## config.mk

```make
export PLATFORM = sky130hd
export DESIGN_NAME = alu_cmd_sequencer
export DESIGN_NICKNAME = d
export VERILOG_FILES = /design/src/rtl/alu_cmd_sequencer.sv
export SDC_FILE = /design/constraint.sdc
export NUM_CORES = 1
export LEC_CHECK = 0
export BUFFER_PORTS_ARGS = -buffer_cell sky130_fd_sc_hd__buf_4
export CORE_ASPECT_RATIO = 2
export CORE_MARGIN = 3
export CORE_UTILIZATION = 45
export CTS_CLUSTER_DIAMETER = 80
export DETAILED_ROUTE_END_ITERATION = 6
export PLACE_DENSITY = 0.78
export SETUP_SLACK_MARGIN = 0.2
export SYNTH_ARGS = -nofsm -noshare
export SYNTH_HDL_FRONTEND = slang
export SYNTH_SLANG_ARGS = --single-unit
```

## constraint.sdc

```tcl
create_clock -name clk -period 2.4 [get_ports clk]
set_input_delay 0.12 -clock clk [delete_from_list [all_inputs] [get_ports clk]]
set_output_delay 0.12 -clock clk [all_outputs]
set_load 0.02 [all_outputs]
```

## src/rtl/alu_cmd_sequencer.sv

```systemverilog
// Registered request/response front end for a combinational 32-bit ALU.
// Holds ALU inputs for SETTLE_CYCLES, then captures result and flags into a tagged response.
module alu_cmd_sequencer #(
    parameter int SETTLE_CYCLES = 1,
    parameter int TAG_W         = 4
) (
    input  logic             clk,
    input  logic             rst_n,
    // valid/ready: a transfer happens on a rising edge where valid and ready are both high;
    // the sender holds valid and payload stable until that edge.
    input  logic             cmd_valid,
    output logic             cmd_ready,
    input  logic [3:0]       cmd_op,
    input  logic [31:0]      cmd_a,
    input  logic [31:0]      cmd_b,
    input  logic [TAG_W-1:0] cmd_tag,
    output logic [31:0]      alu_data1,
    output logic [31:0]      alu_data2,
    output logic [3:0]       alu_op,
    input  logic [31:0]      alu_result,
    input  logic             alu_zero,
    input  logic             alu_lt,
    input  logic             alu_gt,
    output logic             rsp_valid,
    input  logic             rsp_ready,
    output logic [31:0]      rsp_result,
    output logic             rsp_zero,
    output logic             rsp_lt,
    output logic             rsp_gt,
    output logic             rsp_err,
    output logic [TAG_W-1:0] rsp_tag,
    output logic [15:0]      op_count,
    output logic [1:0]       dbg_state
);

    typedef enum logic [1:0] {
        S_IDLE = 2'd0,
        S_WAIT = 2'd1,
        S_RESP = 2'd2
    } state_t;

    localparam logic [3:0] CNT_LOAD = 4'(SETTLE_CYCLES - 1);

    state_t            state_q;
    logic [3:0]        cnt_q;
    logic [31:0]       data1_q;
    logic [31:0]       data2_q;
    logic [3:0]        op_q;
    logic [TAG_W-1:0]  tag_q;
    logic              err_q;
    logic              eq_q;
    logic              rsp_valid_q;
    logic [31:0]       rsp_result_q;
    logic              rsp_zero_q;
    logic              rsp_lt_q;
    logic              rsp_gt_q;
    logic              rsp_err_q;
    logic [TAG_W-1:0]  rsp_tag_q;
    logic [15:0]       op_count_q;
    logic [15:0]       op_count_d;
    logic              cmd_fire;
    logic              rsp_fire;

    assign cmd_ready  = rst_n & ((state_q == S_IDLE) | ((state_q == S_RESP) & rsp_ready));
    assign cmd_fire   = cmd_valid & cmd_ready;
    assign rsp_fire   = rsp_valid_q & rsp_ready;
    assign op_count_d = rsp_fire ? op_count_q + 16'd1 : op_count_q;

    always_ff @(posedge clk) begin
        if (!rst_n) begin
            state_q      <= S_IDLE;
            cnt_q        <= '0;
            data1_q      <= '0;
            data2_q      <= '0;
            op_q         <= '0;
            tag_q        <= '0;
            err_q        <= 1'b0;
            eq_q         <= 1'b0;
            rsp_valid_q  <= 1'b0;
            rsp_result_q <= '0;
            rsp_zero_q   <= 1'b0;
            rsp_lt_q     <= 1'b0;
            rsp_gt_q     <= 1'b0;
            rsp_err_q    <= 1'b0;
            rsp_tag_q    <= '0;
            op_count_q   <= '0;
        end else begin
            op_count_q <= op_count_d;
            if (cmd_fire) begin
                // Illegal opcodes run as ADD; only the error flag records them.
                data1_q     <= cmd_a;
                data2_q     <= cmd_b;
                op_q        <= (cmd_op > 4'd5) ? 4'd0 : cmd_op;
                err_q       <= (cmd_op > 4'd5);
                eq_q        <= (cmd_a == cmd_b);
                tag_q       <= cmd_tag;
                cnt_q       <= CNT_LOAD;
                rsp_valid_q <= 1'b0;
                state_q     <= S_WAIT;
            end else begin
                case (state_q)
                    S_WAIT: begin
                        if (cnt_q == 4'd0) begin
                            // The ALU leaves lt/gt stale on equal operands, so force them low.
                            rsp_result_q <= alu_result;
                            rsp_zero_q   <= alu_zero;
                            rsp_lt_q     <= eq_q ? 1'b0 : alu_lt;
                            rsp_gt_q     <= eq_q ? 1'b0 : alu_gt;
                            rsp_err_q    <= err_q;
                            rsp_tag_q    <= tag_q;
                            rsp_valid_q  <= 1'b1;
                            state_q      <= S_RESP;
                        end else begin
                            cnt_q <= cnt_q - 4'd1;
                        end
                    end
                    S_RESP: begin
                        if (rsp_ready) begin
                            rsp_valid_q <= 1'b0;
                            state_q     <= S_IDLE;
                        end
                    end
                    default: ;
                endcase
            end
        end
    end

    assign alu_data1  = data1_q;
    assign alu_data2  = data2_q;
    assign alu_op     = op_q;
    assign rsp_valid  = rsp_valid_q;
    assign rsp_result = rsp_result_q;
    assign rsp_zero   = rsp_zero_q;
    assign rsp_lt     = rsp_lt_q;
    assign rsp_gt     = rsp_gt_q;
    assign rsp_err    = rsp_err_q;
    assign rsp_tag    = rsp_tag_q;
    assign op_count   = op_count_q;
    assign dbg_state  = state_q;

endmodule
```

Word-level counts from Yosys, hierarchy flattened
Cells that the tools add are included.
{"block": "op_classes", "order_cmp": 1, "n_mux": 10, "bitwise_logic": 8, "reduce_logical": 9, "n_eq_ne": 7, "add_sub_neg": 2}
{"op": "$eq 32x32->1", "n": 1}
{"op": "$add 16x1->16 const B", "n": 1}
{"op": "$reduce_and 3->1", "n": 3}
{"op": "$ne 3x3->1 const B", "n": 2}
{"op": "$mux 1", "n": 5}
{"op": "$and 1x1->1", "n": 4}
{"op": "$gt 4x3->1 const B", "n": 1}
{"op": "$logic_not 4->1", "n": 1}
{"op": "$mux 2", "n": 2}
{"op": "$mux 4", "n": 1}
{"op": "$ne 2x2->1 const B", "n": 2}
{"op": "$pmux 2 s2", "n": 1}
{"op": "$sub 4x1->4 const B", "n": 1}
{"op": "$not 1->1", "n": 3}
{"op": "$reduce_bool 3->1", "n": 1}
{"op": "$eq 2x1->1 const B", "n": 1}
{"op": "$eq 2x2->1 const B", "n": 1}
{"op": "$logic_not 2->1", "n": 1}
{"op": "$pmux 1 s2", "n": 1}
{"op": "$reduce_and 2->1", "n": 1}
{"op": "$reduce_bool 2->1", "n": 1}
{"op": "$reduce_or 2->1", "n": 1}
{"op": "$or 1x1->1", "n": 1}
{"block": "word_totals", "reg_bits": 137, "inputBits": 111, "out_inout_bits": 128, "word_cells": 54}

Longest topological paths before layout
Gate-level depths: netlist of run 1.
{"block": "logic_depth", "ltp_word": 7, "ltp_mapped": 8, "depth_no_buf": 7}

Worst setup path after synthesis of run 1
Ideal clock, no wire load.
{"block": "synth_path", "path_type": "flip-flop to flip-flop", "startpoint": "register op_count_q[6] (netlist: op_count[6])", "endpoint": "register op_count_q[15] (netlist: op_count[15])", "required_time_ns": 2.285, "n_path_buf": 1, "period_less_slack_ns": 1.624, "stages_incl_launch_ff": 7, "setup_time_ns": 0.115, "arrival_time_ns": 1.509, "path_slack_ns": 0.776, "path_cell_list": "dfxtp_1 nand3_2 or3_1 buf_6 nor4_4 xor2_1 and2_1"}
{"block": "synth_between", "elab_chain_cells": 1}
{"element": "from (decl)", "line_no": "59", "source": "logic [15:0] op_count_q;"}
{"element": "from (signal assigned)", "line_no": "88", "source": "op_count_q <= op_count_d;"}
{"element": "$add 16x1->16", "line_no": "67", "source": "assign op_count_d = rsp_fire ? op_count_q + 16'd1 : op_count_q;"}
No other way between the ends.
A chain may end at the register's enable or synchronous reset.

Final worst setup path of run 1
{"block": "layout_path", "startpoint": "register cnt_q[0]", "endpoint": "register rsp_result_q[11] (netlist: rsp_result[11])"}
{"block": "layout_between", "elab_chain_cells": 2}
{"element": "from (decl)", "line_no": "45", "source": "logic [3:0] cnt_q;"}
{"element": "from (signal assigned)", "line_no": "114", "source": "cnt_q <= cnt_q - 4'd1;"}
{"element": "$logic_not 4->1", "line_no": "103", "source": "if (cnt_q == 4'd0) begin"}
{"element": "$reduce_and 3->1 (no line)"}
{"element": "to (signal assigned)", "line_no": "105", "source": "rsp_result_q <= alu_result;"}
{"element": "to (decl)", "line_no": "53", "source": "logic [31:0] rsp_result_q;"}
No other way between the ends.

==> summary.md, run 1 <==
| Metric | Value |
|---|---|
| Post-DR wirelength/cell | `15.7 um` |
| CP cell instances | `inv_1 > ha_1 > nor3b_2 > and3b_1 > buf_12 > nand2_1 > a21boi_0` |
| Dpl ws | `493 ps` |
| Crit path launch type | `flip-flop` |
| Row count | `56` |
| Final ANT Viol Nets | `0` |
| Worst Path Max Fanout | `29` |
| Worst Path Arrival | `2290 ps` |
| Antenna cell count | `0` |
| Sequential area share after synthesis | `50.2%` |
| Reg clk slew, reported paths | `60 ps` |
| Setup ws final | `421 ps` |
| CORE AREA | `0.0118 mm^2` |
| Slowest stage delay, CP | `550 ps` |
| LEAKAGE | `4.14 nW` |
| Synth Flop Type | `dfxtp_1` |
| Max cap viols | `0` |
| Inst Count DP | `1,000` |
| Hold slack | `24.4 ps` |
| Largest net degree at the start of global routing | `73` |
| Drt first pass iters | `4` |
| Commonest non-fill, non-tap cell in the layout | `buf_4` |
| Highest metal used | `met4` |
| Global route overflow | `0` |
| Most frequent cells in the layout | `244 x buf_4, 226 x nand2_1, 136 x dfxtp_1, 103 x dlygate4sd3_1, 74 x nand3_1` |
| Cell count after synthesis | `651` |
| Post-synthesis register bit count | `136` |
| Final Hold Viols | `0` |
| Max_slew headroom | `49.6%` |
| Syn nets | `764` |
| Nets | `1,090` |
| IO buf count | `238` |
| Worst path required time | `2710 ps` |
| Initial antenna violation count | `0` |
| Period Utilization, post-route | `82.5%` |
| Crit end category | `flip-flop` |
| Crit Path Class | `reg -> reg` |
| Final core occ | `75.4%` |
| Initial DRC count | `226` |
| Filler cells | `831` |
| CTS max path bufs | `2` |
| CTS root buffer | `clkbuf_16` |
| Placer Congestion | `0.784` |
| Unrepaired setup endpoints after global routing | `false` |
| H-tree Lvls | `4` |
| CTS Buf Count | `17` |
| Worst-Skew Late Latency | `410 ps` |
| Placed wire-length estimate | `11.4 mm` |
| Setup TNS | `0 ps` |
| Layout cells sized above 1 | `29.0%` |
| Vias in the first global route | `5,871` |
| Outcome | `complete, no violations` |
| Via Count | `5,648` |
| Overall routing resource usage | `26.5%` |
| CTS sink count | `136` |
| Final Setup Violations | `0` |
| Die Y | `161 um` |
| # DRC | `0` |
| Final critical-path required period | `1980 ps` |
| Maximum vdd drop | `587 uV` |
| Initial Util | `46.1%` |
| Final Max Tran Viols | `0` |
| WL met1 | `6.47 mm` |
| Die W | `83.6 um` |
| Via/cell ratio | `4.98` |
| Asr flop ratio synth | `0%` |
| Syn-to-layout area delta | `63.7%` |
| Met3 wire length | `1.12 mm` |
| First-pass GRT wire length | `28.7 mm` |
| Fin cells | `1,135` |
| Synth warn | `0` |
| Pwr per Cell Area | `703 mW/mm^2` |
| Mapped Area | `0.00542 mm^2` |
| CTS tree | `built` |
| Total die area | `0.0135 mm^2` |
| Post_cts resized | `0` |
| Class of the worst hold path | `in -> reg` |
| Worst Clk Skew | `11.8 ps` |
| Post-synth EDFFs | `0` |
| Avg Inst Size Synth | `8.33 um^2` |
| Slew @ Worst Pin | `755 ps` |
| Slowest CP cell | `and3b_1` |
| Met2 WL | `9.22 mm` |
| Io pins | `239` |
| Achievable clock frequency | `0.505 GHz` |
| Synth cell types | `38` |
| Routed WL | `17.8 mm` |
==> cells by family (layout without fill, tap and decap cells) <==
family	Yosys count	count (layout)	share of synthesized area, %
flip-flops	136	136	50.2
buffers and inverters	49	388	3.90
XOR/XNOR	47	47	7.59
AO/OA/AOI/OAI	56	56	7.36
AND/OR/NAND/NOR	361	361	30.5
adder cells (fa/ha/maj)	2	2	0.461
==> timing repair <==
item | 4_1_cts | 5_1_grt
hold endpoints to repair | 103 | 0
hold buffers | 103 | 0
setup buffers | 0 | 0
==> synth_stat cells, types with 2 or more instances <==
cell type  count  area, um^2
a21boi_0      44         330
dfxtp_1      136        2720
buf_2         13        65.1
xor2_1        21         184
nor2_1         5        18.8
and3_1         5        31.3
nor2b_1        2        12.5
or3_1          3        18.8
nand4_1        9        56.3
xnor2_1       26         228
nor3_2         2        20.0
clkbuf_1      26        97.6
inv_1          8        30.0
o21ai_0        5        25.0
a21oi_1        3        15.0
nand2_1      226         848
a21boi_1       2        15.0
nor3_1         4        20.0
nand3_1       75         375
nor4_1         4        25.0
ha_1           2        25.0
and2_1        14        87.6
==> path summary, 6_finish.rpt <==
path            startpoint        endpoint  slack [ps]  cells after the start
max reg2reg       cnt_q[0]  rsp_result[11]         420                      7
min reg2reg  alu_data2[27]   alu_data2[27]         450                      2
max               cnt_q[0]  rsp_result[11]         420                      7
min              cmd_op[1]       alu_op[1]          20                      3
==> worst max-delay path: cells and delay by family, from the launching register on <==
family / cells / cell delay, ps
AO/OA/AOI/OAI: 1 / 200
adder cells (fa/ha/maj): 1 / 160
buffers and inverters: 2 / 310
AND/OR/NAND/NOR: 3 / 900
flip-flops: 1 / 320
==> report_power, final <==
part / total, W / internal, W / switching [W]
Sequential: 0.00253 / 0.00243 / 0.0000977
Combinational: 0.00124 / 0.000576 / 0.000666
Clock: 0.00247 / 0.00146 / 0.00101
==> stage by stage <==
stage / power (W) / instance area [um^2]
CTS: 0.00627 / 8880
global route: 0.00647 / 8880
finish: 0.00624 / 8880
global placement: 0.00365 / 7280
detailed placement: 0.00367 / 7280
floorplan: 0.00312 / 5420
==> flip-flops by register name, indices dropped and copies added, names as in the netlist <==
signal,count
alu_data1,32
alu_data2,32
rsp_result,32
op_count,16
alu_op,4
cnt_q,4
rsp_tag,4
tag_q,4
dbg_state,2
eq_q,1
err_q,1
rsp_err,1
rsp_gt,1
rsp_lt,1
rsp_zero,1
==> metal layers <==
| metal | vias up | global-route usage [%] |
|---|---|---|
| met1 | 2580 | 27.9 |
| met3 | 61 | 6.69 |
| met5 | - | 0 |
| li1 | 2772 | - |
| met2 | 235 | 46.8 |
| met4 | 0 | 16.0 |
==> layout make-up <==
class                   count  area (um^2)  area share (%)
repair buffers            348         2880            32.5
inverters                   8         30.0           0.338
flip-flops and latches    136         2720            30.7
multi-input cells         466         2490            28.1
well taps                 145          181            2.04
clock buffers              19          443            4.99
clock inverters            13          121            1.37
No activity file was read; power rests on OpenSTA's default activity.
==> run 2, diff against run 1 <==
ABC_AREA = 1   (was default)
PLACE_DENSITY = 0.79   (was 0.78)
clock period = 1.9 ns   (was 2.4 ns; I/O delays follow)
==> run 2 against run 1 <==
Sequential share of layout area increased by 0.20 points. Via count increased by 1.6%. Clock power increased by 41%. Worst setup slack got worse by 140 ps. Sequential power increased by 31%. Power increased by 40%. Critical path depth increased by 1. Cell area decreased by 0.61%. First-iteration DRC count decreased by 23%. Utilization increased by 4.2 points. Hold slack improved by 5.1 ps. Critical path type unchanged. Largest power group is now clock.
==> summary.md, run 2 <==
| Metric | Value |
|---|---|
| Initial DRC count | `173 (was 226)` |
| CTS sink count | `136 (unchanged)` |
| Mux cell area share after synthesis | `0% (unchanged)` |
| Layout cells sized above 1 | `28.4% (was 29.0%)` |
| Initial Util | `46.5% (was 46.1%)` |
| Worst Path Max Fanout | `40 (was 29)` |
| Cell count after synthesis | `655 (was 651)` |
| Worst-Skew Late Latency | `410 ps (about the same)` |
| Nets | `1,111 (was 1,090)` |
| LEAKAGE | `4.23 nW (was 4.14 nW)` |
| Avg Inst Size Synth | `7.87 um^2 (was 8.33 um^2)` |
| Max_slew headroom | `64.6% (was 49.6%)` |
| Net Sw Power | `0.00243 W (was 0.00177 W)` |
| Asr flop ratio synth | `0% (unchanged)` |
| Dpl ws | `211 ps (was 493 ps)` |
| P_int | `0.00630 W (was 0.00447 W)` |
| Routed WL | `18.7 mm (was 17.8 mm)` |
| Antenna cell count | `0 (unchanged)` |
| Synth cell types | `24 (was 38)` |
| Mapped Area | `0.00515 mm^2 (was 0.00542 mm^2)` |
| Maximum vdd drop | `839 uV (was 587 uV)` |
| Hold_sp | `cmd_op[3] (was cmd_op[1])` |
| Vias in the first global route | `5,927 (was 5,871)` |
| Crit end category | `flip-flop (unchanged)` |
| Clock power share | `40.0% (was 39.6%)` |
| Final Hold Viols | `0 (unchanged)` |
| Synth Flop Type | `dfxtp_1 (unchanged)` |
| Final critical-path required period | `1620 ps (was 1980 ps)` |
| Global route overflow | `0 (unchanged)` |
| Synth warn | `0 (unchanged)` |
| Synth Area in Compound Gates | `15.4% (was 7.36%)` |
| Die Y | `157 um (was 161 um)` |
| Post-synth EDFFs | `0 (unchanged)` |
| First-pass GRT wire length | `28.5 mm (was 28.7 mm)` |
| Simple-Gate Fraction of Synth Area | `21.2% (was 30.5%)` |
| Worst reg2reg endpoint | `rsp_result[3] (was rsp_result[11])` |
| CTS root buffer | `clkbuf_16 (unchanged)` |
| Final Setup Violations | `0 (unchanged)` |
| Synth Area in Adders | `0.486% (was 0.461%)` |
| Crit path launch type | `flip-flop (unchanged)` |
| CTS Buf Count | `17 (unchanged)` |
| Post-DR wirelength/cell | `16.3 um (was 15.7 um)` |
| Synth Area in XOR/XNOR | `3.06% (was 7.59%)` |
| Largest family of logic cells by synthesized area | `simple AND/OR/NAND/NOR gates (unchanged)` |
| Slew @ Worst Pin | `530 ps (was 755 ps)` |
| Class of the worst hold path | `in -> reg (unchanged)` |
| Filler cells | `688 (was 831)` |
| Worst Path Arrival | `1900 ps (was 2290 ps)` |
| CTS tree | `built (unchanged)` |
| Combinational Power Share | `22.0% (was 19.9%)` |
| Total power | `0.00873 W (was 0.00624 W)` |
| # DRC | `0 (unchanged)` |
| # Post-CTS Setup Buffers | `0 (unchanged)` |
| Worst Clk Skew | `7.02 ps (was 11.8 ps)` |
| Hold path endpoint | `alu_op[0] (was alu_op[1])` |
| Sequential area share after synthesis | `52.8% (was 50.2%)` |
| Crit Path Class | `reg -> reg (unchanged)` |
| Max cap viols | `0 (unchanged)` |
| Worst r2r src | `cnt_q[0] (unchanged)` |
| CTS max path bufs | `2 (unchanged)` |
| Hold Path Depth | `4 (was 3)` |
| Synth area leaders | `dfxtp_1 53%, nand2_1 9.5%, nor2_1 8.1%, o21ai_0 6.1%, a22o_1 5.3% (was dfxtp_1 50%, nand2_1 16%, nand3_1 6.9%, a21boi_0 6.1%, xnor2_1 4.2%)` |
| Syn nets | `768 (was 764)` |
| Worst reg-to-reg path cell count | `8 (was 7)` |
| Pwr per Cell Area | `989 mW/mm^2 (was 703 mW/mm^2)` |
| IO buf count | `238 (unchanged)` |
| Drt first pass iters | `5 (was 4)` |
| Placer Congestion | `0.810 (was 0.784)` |
| Reg clk slew, reported paths | `60 ps (about the same)` |
| Row count | `54 (was 56)` |
| H-tree Lvls | `4 (unchanged)` |
| Cell taking the most area after synthesis | `dfxtp_1 (unchanged)` |
| Most frequent cell after synthesis | `dfxtp_1 (was nand2_1)` |
| Placed wire-length estimate | `10.7 mm (was 11.4 mm)` |
| Total die area | `0.0128 mm^2 (was 0.0135 mm^2)` |
| Setup TNS | `0 ps (unchanged)` |
| Period Utilization, post-route | `85.2% (was 82.5%)` |
| Largest net degree at the start of global routing | `53 (was 73)` |
| Post-synthesis register bit count | `136 (unchanged)` |
| Final ANT Viol Nets | `0 (unchanged)` |
| Synth cell count leaders | `136 x dfxtp_1, 131 x nand2_1, 111 x nor2_1, 63 x o21ai_0, 60 x inv_1 (was 226 x nand2_1, 136 x dfxtp_1, 75 x nand3_1, 44 x a21boi_0)` |
| Setup ws final | `280 ps (was 421 ps)` |
| Final Max Tran Viols | `0 (unchanged)` |
| Switching Fraction | `27.8% (was 28.4%)` |
| Outcome | `complete, no violations (unchanged)` |
| CORE AREA | `0.0111 mm^2 (was 0.0118 mm^2)` |
| Synth top area share | `52.8% (was 50.2%)` |
| Overall routing resource usage | `29.1% (was 26.5%)` |
| Via/cell ratio | `4.98 (about the same)` |
| Syn-to-layout area delta | `71.2% (was 63.7%)` |
| R2R Setup Slk | `280 ps (was 420 ps)` |
| Via Count | `5,737 (was 5,648)` |
| Sequential share of power | `38.0% (was 40.5%)` |
| Die W | `81.7 um (was 83.6 um)` |
| Achievable clock frequency | `0.617 GHz (was 0.505 GHz)` |
| Most frequent cells in the layout | `243 x buf_4, 135 x dfxtp_1, 131 x nand2_1, 108 x nor2_1, 106 x dlygate4sd3_1 (was 244 x buf_4, 226 x nand2_1, 136 x dfxtp_1, 103 x dlygate4sd3_1, 74 x nand3_1)` |
| Initial antenna violation count | `0 (unchanged)` |
| Unrepaired setup endpoints after global routing | `false (unchanged)` |
| Worst path required time | `2180 ps (was 2710 ps)` |
| Commonest non-fill, non-tap cell in the layout | `buf_4 (unchanged)` |
| Io pins | `239 (unchanged)` |
## run 2: cell types whose count changed in the layout (fill, tap and decap cells not counted), sizes merged, moves of 46 or more
cell / change
inv: +51
o21ai: +77
a21boi: -46
nand3: -59
nor2: +106
nand2: -95
## run 2: power groups by stage
stage | sequential, W | combinational [W] | clock, W
after floorplan | 0.00369 | 0.000509 | 0
after global placement | 0.00335 | 0.00166 | 0
after detailed placement | 0.00335 | 0.00168 | 0
after CTS | 0.00330 | 0.00187 | 0.00353
after global routing | 0.00335 | 0.00205 | 0.00366
final | 0.00332 | 0.00192 | 0.00349
## run 2: per-layer routing
layer,part of all wire (%),vias up,global-route usage [%]
li1,-,2796,-
met1,33,2607,28.0
met2,54,260,52.8
met3,7.6,74,7.73
met4,5.7,0,18.2
met5,0,-,0
## run 2: cells by family (layout without fill, tap and decap cells)
kind of cell	after synthesis	count (layout)
flip-flops	136	136
XOR/XNOR	18	18
AND/OR/NAND/NOR	275	275
AO/OA/AOI/OAI	133	133
adder cells (fa/ha/maj)	2	2
buffers and inverters	91	447
## run 2: final cells by class
class | instances | area (um^2) | share of cell area [%]
timing repair buffer | 353 | 2960 | 33.5
clock buffer | 21 | 460 | 5.22
tap | 140 | 175 | 1.99
inverter | 62 | 233 | 2.64
clock inverter | 11 | 170 | 1.93
multi-input combinational | 428 | 2100 | 23.8
sequential | 136 | 2720 | 30.9
## run 2: metrics by stage
stage	util (%)	instance area (um^2)	cells	hold WS [ps]
CTS	79.4	8800	1151	17.2
finish	79.6	8820	1151	29.5
detailed placement	64.1	7100	1013	312
floorplan	-	5150	655	205
global placement	64.1	7100	1013	305
global route	79.6	8820	1151	21.4
## run 2: worst max-delay path: stages (launching register included)
cell     delay [ps]
dfxtp_1         290
inv_1           100
ha_1            190
nand3_2         130
nor3_4          230
inv_1           100
buf_12          180
nor2_1          170
nor2_1           90
## run 2: worst max path at each step
stage | to | cells after the start | slack, ps | startpoint
after floorplan | op_count[9] | 7 | 310 | dbg_state[1]
after global placement | op_count[9] | 7 | 270 | dbg_state[1]
after detailed placement | op_count[9] | 7 | 210 | dbg_state[1]
after CTS | op_count[9] | 7 | 270 | dbg_state[1]
after global routing | rsp_result[3] | 8 | 210 | cnt_q[0]
final | rsp_result[3] | 8 | 280 | cnt_q[0]
## run 2: repair_timing
action | in CTS | in global routing
resized for setup | 1 | 6
pin swaps | 0 | 1
endpoints found under the setup margin | 3 | 14
hold endpoints to repair | 106 | 0
hold buffers | 106 | 0
